`config.mk`:
```
export PLATFORM = sky130hd
export DESIGN_NAME = cacheline_burst_responder_flat
export DESIGN_NICKNAME = d
export VERILOG_FILES = /design/src/rtl/cacheline_pkg.sv /design/src/rtl/cacheline_burst_responder_if.sv /design/src/rtl/cla_watchdog.sv /design/src/rtl/cacheline_burst_responder.sv /design/src/flat_wrapper.sv
export SDC_FILE = /design/constraint.sdc
export NUM_CORES = 1
export LEC_CHECK = 0
export ABC_AREA = 1
export CORE_MARGIN = 10
export CORE_UTILIZATION = 40
export DETAILED_ROUTE_END_ITERATION = 16
export HOLD_SLACK_MARGIN = 0.05
export PLACE_DENSITY = 0.64
export SYNTH_ARGS = -nofsm -noshare
export SYNTH_HDL_FRONTEND = slang
export SYNTH_HIERARCHICAL = 1
export SYNTH_SLANG_ARGS = --single-unit
```
`constraint.sdc`:
```
create_clock -name clk -period 2.95 [get_ports clk]
set_input_delay 0.59 -clock clk [delete_from_list [all_inputs] [get_ports clk]]
set_output_delay 0.59 -clock clk [all_outputs]
set_load 0.03 [all_outputs]
```
`src/rtl/cacheline_pkg.sv`:
```
// Shared types and constants for the cache-line burst responder.
package cacheline_pkg;

    typedef enum logic [1:0] {
        IDLE,
        RD_BURST,
        WR_BURST,
        DONE
    } cla_state_t;

    localparam int unsigned CLA_BEATS    = 4;
    localparam int unsigned CLA_OFFSET_W = 5;
    localparam int unsigned CLA_CNT_W    = $clog2(CLA_BEATS);

endpackage

```
`src/rtl/cacheline_burst_responder_if.sv`:
```
// Cache-side pmem handshake: master = cache controller, slave = burst responder.
interface cacheline_burst_responder_if #(
    parameter int unsigned ADDR_W = 32,
    parameter int unsigned LINE_W = 256
);
    logic [ADDR_W-1:0] pmem_address;
    logic              pmem_read;
    logic              pmem_write;
    logic [LINE_W-1:0] pmem_wdata;
    logic [LINE_W-1:0] pmem_rdata;
    logic              pmem_resp;

    modport master (
        output pmem_address, pmem_read, pmem_write, pmem_wdata,
        input  pmem_rdata, pmem_resp
    );

    modport slave (
        input  pmem_address, pmem_read, pmem_write, pmem_wdata,
        output pmem_rdata, pmem_resp
    );
endinterface

```
`src/rtl/cla_watchdog.sv`:
```
// Burst watchdog: down-counter reloaded on every beat or when idle; expires
// after LIMIT consecutive beat-less cycles. Only built with CLA_TIMEOUT_EN.
module cla_watchdog #(
    parameter int unsigned LIMIT = 1023
) (
    input  logic clk,
    input  logic rst,
    input  logic active,
    input  logic beat,
    output logic expire
);
    localparam int unsigned CNT_W = $clog2(LIMIT + 1);
    localparam logic [CNT_W-1:0] RELOAD = CNT_W'(LIMIT - 1);

    logic [CNT_W-1:0] count;

    always_ff @(posedge clk or negedge rst) begin
        if (!rst) begin
            count <= RELOAD;
        end else if (!active || beat) begin
            count <= RELOAD;
        end else if (count != '0) begin
            count <= count - 1'b1;
        end
    end

    assign expire = active && !beat && (count == '0);
endmodule

```
`src/rtl/cacheline_burst_responder.sv`:
```
// Turns one 256-bit cache line request into a 4 x 64-bit memory burst.
// Optional CLA_TIMEOUT_EN adds a watchdog that aborts a silent burst.
//
// state    | meaning
// IDLE     | waiting for pmem_write (priority) or pmem_read
// RD_BURST | collecting read beats into the line buffer
// WR_BURST | presenting write beats from the latched line
// DONE     | pmem_resp high for this single cycle
module cacheline_burst_responder
    import cacheline_pkg::*;
#(
    parameter int unsigned LINE_W = 256,
    parameter int unsigned BEAT_W = 64,
    parameter int unsigned ADDR_W = 32
`ifdef CLA_TIMEOUT_EN
    , parameter int unsigned TIMEOUT = 1023
`endif
) (
    input  logic                        clk,
    input  logic                        rst,
    cacheline_burst_responder_if.slave  pmem,
    output logic [ADDR_W-1:0]           burst_address,
    output logic                        burst_read,
    output logic                        burst_write,
    output logic [BEAT_W-1:0]           burst_wdata,
    input  logic [BEAT_W-1:0]           burst_rdata,
    input  logic                        burst_resp,
    output logic                        timeout_err
);
    localparam logic [CLA_CNT_W-1:0] LAST_BEAT = CLA_CNT_W'(CLA_BEATS - 1);

    cla_state_t           state;
    logic [CLA_CNT_W-1:0] cnt;
    logic [CLA_CNT_W-1:0] cnt_nxt;
    logic [LINE_W-1:0]    line_q;
    logic [LINE_W-1:0]    line_nxt;
    logic [LINE_W-1:0]    rdata_q;
    logic                 resp_q;
    logic                 wd_expire;
    logic                 unused_addr_bits;

    assign unused_addr_bits = ^pmem.pmem_address[CLA_OFFSET_W-1:0];
    assign pmem.pmem_rdata  = rdata_q;
    assign pmem.pmem_resp   = resp_q;
    assign cnt_nxt          = cnt + 1'b1;

    always_comb begin
        line_nxt = line_q;
        line_nxt[cnt*BEAT_W +: BEAT_W] = burst_rdata;
    end

`ifdef CLA_TIMEOUT_EN
    cla_watchdog #(.LIMIT(TIMEOUT)) u_watchdog (
        .clk    (clk),
        .rst    (rst),
        .active (state == RD_BURST || state == WR_BURST),
        .beat   (burst_resp),
        .expire (wd_expire)
    );

    always_ff @(posedge clk or negedge rst) begin
        if (!rst) begin
            timeout_err <= 1'b0;
        end else if (wd_expire) begin
            timeout_err <= 1'b1;
        end
    end
`else
    assign wd_expire   = 1'b0;
    assign timeout_err = 1'b0;
`endif

    always_ff @(posedge clk or negedge rst) begin
        if (!rst) begin
            state         <= IDLE;
            cnt           <= '0;
            line_q        <= '0;
            rdata_q       <= '0;
            resp_q        <= 1'b0;
            burst_address <= '0;
            burst_read    <= 1'b0;
            burst_write   <= 1'b0;
            burst_wdata   <= '0;
        end else begin
            resp_q <= 1'b0;
            case (state)
                IDLE: begin
                    cnt <= '0;
                    if (pmem.pmem_write) begin
                        line_q        <= pmem.pmem_wdata;
                        burst_address <= {pmem.pmem_address[ADDR_W-1:CLA_OFFSET_W], {CLA_OFFSET_W{1'b0}}};
                        burst_wdata   <= pmem.pmem_wdata[BEAT_W-1:0];
                        burst_write   <= 1'b1;
                        state         <= WR_BURST;
                    end else if (pmem.pmem_read) begin
                        // cleared so beats never delivered (watchdog abort) read back as 0
                        line_q        <= '0;
                        burst_address <= {pmem.pmem_address[ADDR_W-1:CLA_OFFSET_W], {CLA_OFFSET_W{1'b0}}};
                        burst_read    <= 1'b1;
                        state         <= RD_BURST;
                    end
                end
                RD_BURST: begin
                    if (burst_resp) begin
                        line_q <= line_nxt;
                        cnt    <= cnt_nxt;
                        if (cnt == LAST_BEAT) begin
                            rdata_q    <= line_nxt;
                            burst_read <= 1'b0;
                            resp_q     <= 1'b1;
                            state      <= DONE;
                        end
                    end else if (wd_expire) begin
                        rdata_q    <= line_q;
                        cnt        <= '0;
                        burst_read <= 1'b0;
                        resp_q     <= 1'b1;
                        state      <= DONE;
                    end
                end
                WR_BURST: begin
                    if (burst_resp) begin
                        cnt <= cnt_nxt;
                        if (cnt == LAST_BEAT) begin
                            burst_wdata <= '0;
                            burst_write <= 1'b0;
                            resp_q      <= 1'b1;
                            state       <= DONE;
                        end else begin
                            burst_wdata <= line_q[cnt_nxt*BEAT_W +: BEAT_W];
                        end
                    end else if (wd_expire) begin
                        cnt         <= '0;
                        burst_wdata <= '0;
                        burst_write <= 1'b0;
                        resp_q      <= 1'b1;
                        state       <= DONE;
                    end
                end
                DONE: begin
                    state <= IDLE;
                end
                default: begin
                    state <= IDLE;
                end
            endcase
        end
    end
endmodule

```
`src/flat_wrapper.sv`:
```
// flat-port wrapper written by rule: the top's interface ports become plain ports
module cacheline_burst_responder_flat import cacheline_pkg::*;
#(
    parameter int unsigned LINE_W = 256,
    parameter int unsigned BEAT_W = 64,
    parameter int unsigned ADDR_W = 32

)
  (clk, rst, burst_address, burst_read, burst_write, burst_wdata, burst_rdata, burst_resp, timeout_err, pmem_pmem_address, pmem_pmem_read, pmem_pmem_write, pmem_pmem_wdata, pmem_pmem_rdata, pmem_pmem_resp);
  cacheline_burst_responder_if #(.ADDR_W(ADDR_W), .LINE_W(LINE_W)) pmem_i ();
  input  logic clk;
  input  logic rst;
  output logic [ADDR_W-1:0] burst_address;
  output logic burst_read;
  output logic burst_write;
  output logic [BEAT_W-1:0] burst_wdata;
  input  logic [BEAT_W-1:0] burst_rdata;
  input  logic burst_resp;
  output logic timeout_err;
  input wire logic [$bits(pmem_i.pmem_address)-1:0] pmem_pmem_address;
  input wire logic [$bits(pmem_i.pmem_read)-1:0] pmem_pmem_read;
  input wire logic [$bits(pmem_i.pmem_write)-1:0] pmem_pmem_write;
  input wire logic [$bits(pmem_i.pmem_wdata)-1:0] pmem_pmem_wdata;
  output wire logic [$bits(pmem_i.pmem_rdata)-1:0] pmem_pmem_rdata;
  output wire logic [$bits(pmem_i.pmem_resp)-1:0] pmem_pmem_resp;
  assign pmem_i.pmem_address = pmem_pmem_address;
  assign pmem_i.pmem_read = pmem_pmem_read;
  assign pmem_i.pmem_write = pmem_pmem_write;
  assign pmem_i.pmem_wdata = pmem_pmem_wdata;
  assign pmem_pmem_rdata = pmem_i.pmem_rdata;
  assign pmem_pmem_resp = pmem_i.pmem_resp;
  cacheline_burst_responder #(.LINE_W(LINE_W), .BEAT_W(BEAT_W), .ADDR_W(ADDR_W)) u_core (.clk(clk), .rst(rst), .pmem(pmem_i), .burst_address(burst_address), .burst_read(burst_read), .burst_write(burst_write), .burst_wdata(burst_wdata), .burst_rdata(burst_rdata), .burst_resp(burst_resp), .timeout_err(timeout_err));
endmodule
```
==> reports/qor.txt <==
Hold Path Class -> primary input to register
Share of layout cells above drive strength 1 -> 0.0491
Vias in the first global route -> 34,700
Cells after synthesis -> 4,838
Slew headroom -> 0.158
Top-area cell type share of the netlist area -> 0.460
Total wire length -> 149,000 um
Critical Path Source Type -> register
Endpoints failing hold -> 0
Root buffer cell -> clkbuf_16
Ports -> 713
First drt pass iteration count -> 6
Final min period -> 2.49 ns
Pwr Total -> 57.4 mW
Largest area contributor in the netlist -> dfrtp_1
Synth cell types -> 26
Yosys reg bits -> 610
Ys flop type -> dfrtp_1
Peak Freq -> 0.401 GHz
Worst path arrival time -> 1.90 ns
CTS clk-pin slew, worst paths -> 0.06 ns
FFs w/ async S/R, synth -> 1.00
Routed len/inst -> 23.0 um
Status -> finished, final reports clean
Core Util, Final -> 0.531
Htree depth -> 3
Worst path cell trace -> clkdlybuf4s50_1
Max-slew violations -> 0
Vias per cell -> 5.41
First-pass GRT wire length -> 221,000 um
DRC viols -> 0
Worst Skew -> 0.0220 ns
Mapped Avg Cell Area -> 6.87 um^2
Filler Cell Count -> 8,222
Core area -> 0.0822 mm^2
Initial Util -> 0.404
Most frequent cells after synthesis -> nand2_1, nor2_1, dfrtp_1, nand3_1, a21oi_1
Die ar. -> 0.0950 mm^2
Overflow after GRT -> 0
Number of placement rows -> 105
Synthesis-to-layout area growth -> 31.6%
Initial antenna violation count -> 26
Slowest CP cell -> clkdlybuf4s50_1
Clk sinks -> 610
Die H -> 308 um
Sum Neg Setup Slack -> 0 ns
Setup Crit Path Kind -> register to primary output
Worst slew pin tran -> 1.26 ns
Most common cell in the netlist -> nand2_1
GRT Overall Usage -> 0.304
CTS tree -> yes
Vias after detailed routing -> 35,100
Port Buffers -> 701
Setup Viol. Count Final -> 0
Fin crit share -> 0.844
Final net count -> 5,713
Max Cap Viol -> 0
Post-synthesis sequential area ratio -> 0.460
Cell Pwr Density -> 1310 mW/mm^2
Placer congestion estimate -> 0.897
Worst Path Max Fanout -> 2
Antenna Nets Post-Route -> 0
HPWL Detailed -> 95,100 um
Die X -> 308 um
Crit end category -> primary output
Skew-Pair Late Insertion Delay -> 0.63 ns
EDFF count, synth -> 0
Crit-path max cell delay -> 0.91 ns
Crit-path leading delay family -> buffers and inverters
TritonCTS Buffers -> 73
Top cells by area, synth -> dfrtp_1, nand2_1, nor2_1
Peak supply drop -> 0.00135 V
Synthesized cell area -> 0.0332 mm^2
Pleak -> 21.1 nW
Largest net degree at the start of global routing -> 137
Critical Path RT -> 2.36 ns
RSZ-0062 raised after global routing -> false
Drt first-iter violations -> 3,288
CP bufs+invs -> 1
Clock buffer depth -> 3
Synthesis Warnings -> 6
metrics by stage:
step	setup slack, ns	hold slack (ns)	cells	instance area, um^2
2_1_floorplan	0.738	0.294	4843	33200
3_3_place_gp	0.423	0.467	6341	41200
3_5_place_dp	0.382	0.472	6341	41200
4_1_cts	0.410	0.401	6472	43700
5_1_grt	0.326	0.442	6485	43700
6_report	0.459	0.433	6487	43700
path summary, 6_finish.rpt:
path                                                    startpoint                                      end  slack, ns  cells after the start
setup / recovery           u_core/pmem.pmem_rdata[162]$_DFFE_PN0P_                     pmem_pmem_rdata[162]       0.46                      1
max in group asynchronous                                      rst       u_core/burst_wdata[13]$_DFFE_PN0P_       1.41                      3
hold / removal                                     pmem_pmem_write           u_core/line_q[250]$_DFFE_PN0P_       0.43                      5
hold reg to reg            u_core/pmem.pmem_rdata[163]$_DFFE_PN0P_  u_core/pmem.pmem_rdata[163]$_DFFE_PN0P_       0.48                      2
setup reg to reg                         u_core/cnt[1]$_DFFE_PN0P_  u_core/pmem.pmem_rdata[137]$_DFFE_PN0P_       0.47                      9
min in group asynchronous                                      rst           u_core/line_q[128]$_DFFE_PN0P_       0.55                      2
power by group:
part / switching (mW) / internal, mW
registers: 2.68 / 12.4
clock network: 3.85 / 5.47
logic: 22.2 / 10.7
cell families after synthesis:
| group | share of synthesized area |
|---|---|
| buffers and inverters | 0.0767 |
| multiplexers | 0.00915 |
| flip-flops | 0.460 |
| other | 0.000113 |
| adder cells (fa/ha/maj) | 0.00339 |
| AO/OA/AOI/OAI | 0.116 |
| AND/OR/NAND/NOR | 0.335 |
layer usage:
layer | share of wire | track usage | up-vias
li1 | - | - | 16200
met1 | 0.39 | 0.377 | 16800
met2 | 0.47 | 0.494 | 1687
met3 | 0.098 | 0.0818 | 312
met4 | 0.041 | 0.126 | 24
met5 | 0.0011 | 0 | -
state kept, by name, indices dropped and copies added (netlist names), 2 cells and up:
name / flops
u_core/state: 2
u_core/burst_wdata: 64
u_core/line_q: 256
u_core/pmem.pmem_rdata: 256
u_core/cnt: 2
u_core/burst_address: 27
what timing repair did:
| action | CTS | global route |
|---|---|---|
| buffers inserted | 0 | 0 |
| gates resized for setup | 0 | 0 |
| hold buffers | 1 | 0 |
| hold endpoints to repair | 32 | 0 |
placed cells by master (no fill, tap or decap), types with 3 or more instances in the layout:
cell / Yosys / routed
inv_4: 0 / 5
ha_4: 0 / 4
clkbuf_1: 142 / 9
clkbuf_16: 0 / 75
inv_2: 8 / 3
conb_1: 1 / 6
nand3_1: 289 / 289
a21boi_0: 15 / 15
o21ai_0: 226 / 226
dfrtp_1: 610 / 609
inv_6: 0 / 4
nand2_1: 1546 / 1544
o21ai_1: 187 / 187
mux2_2: 27 / 27
clkbuf_8: 0 / 25
nor2_4: 3 / 6
buf_4: 18 / 50
clkinv_2: 0 / 14
ha_1: 9 / 5
a21oi_1: 258 / 258
nor2_1: 1014 / 1012
inv_1: 230 / 227
buf_12: 0 / 36
clkdlybuf4s50_1: 0 / 699
diode_2: 0 / 15
a22oi_1: 49 / 49
area by class of cell:
type / count / area, um^2 / share of cell area
tap: 1070 / 1340 / 0.0306
inverter: 238 / 920 / 0.0210
clock buffer: 109 / 2250 / 0.0516
timing repair buffer: 788 / 8130 / 0.186
sequential: 610 / 15300 / 0.349
multi-input combinational: 3636 / 15500 / 0.356
clock inverter: 21 / 204 / 0.00467
antenna: 15 / 37.5 / 0.000859
Power figures use the tool's default switching activity.
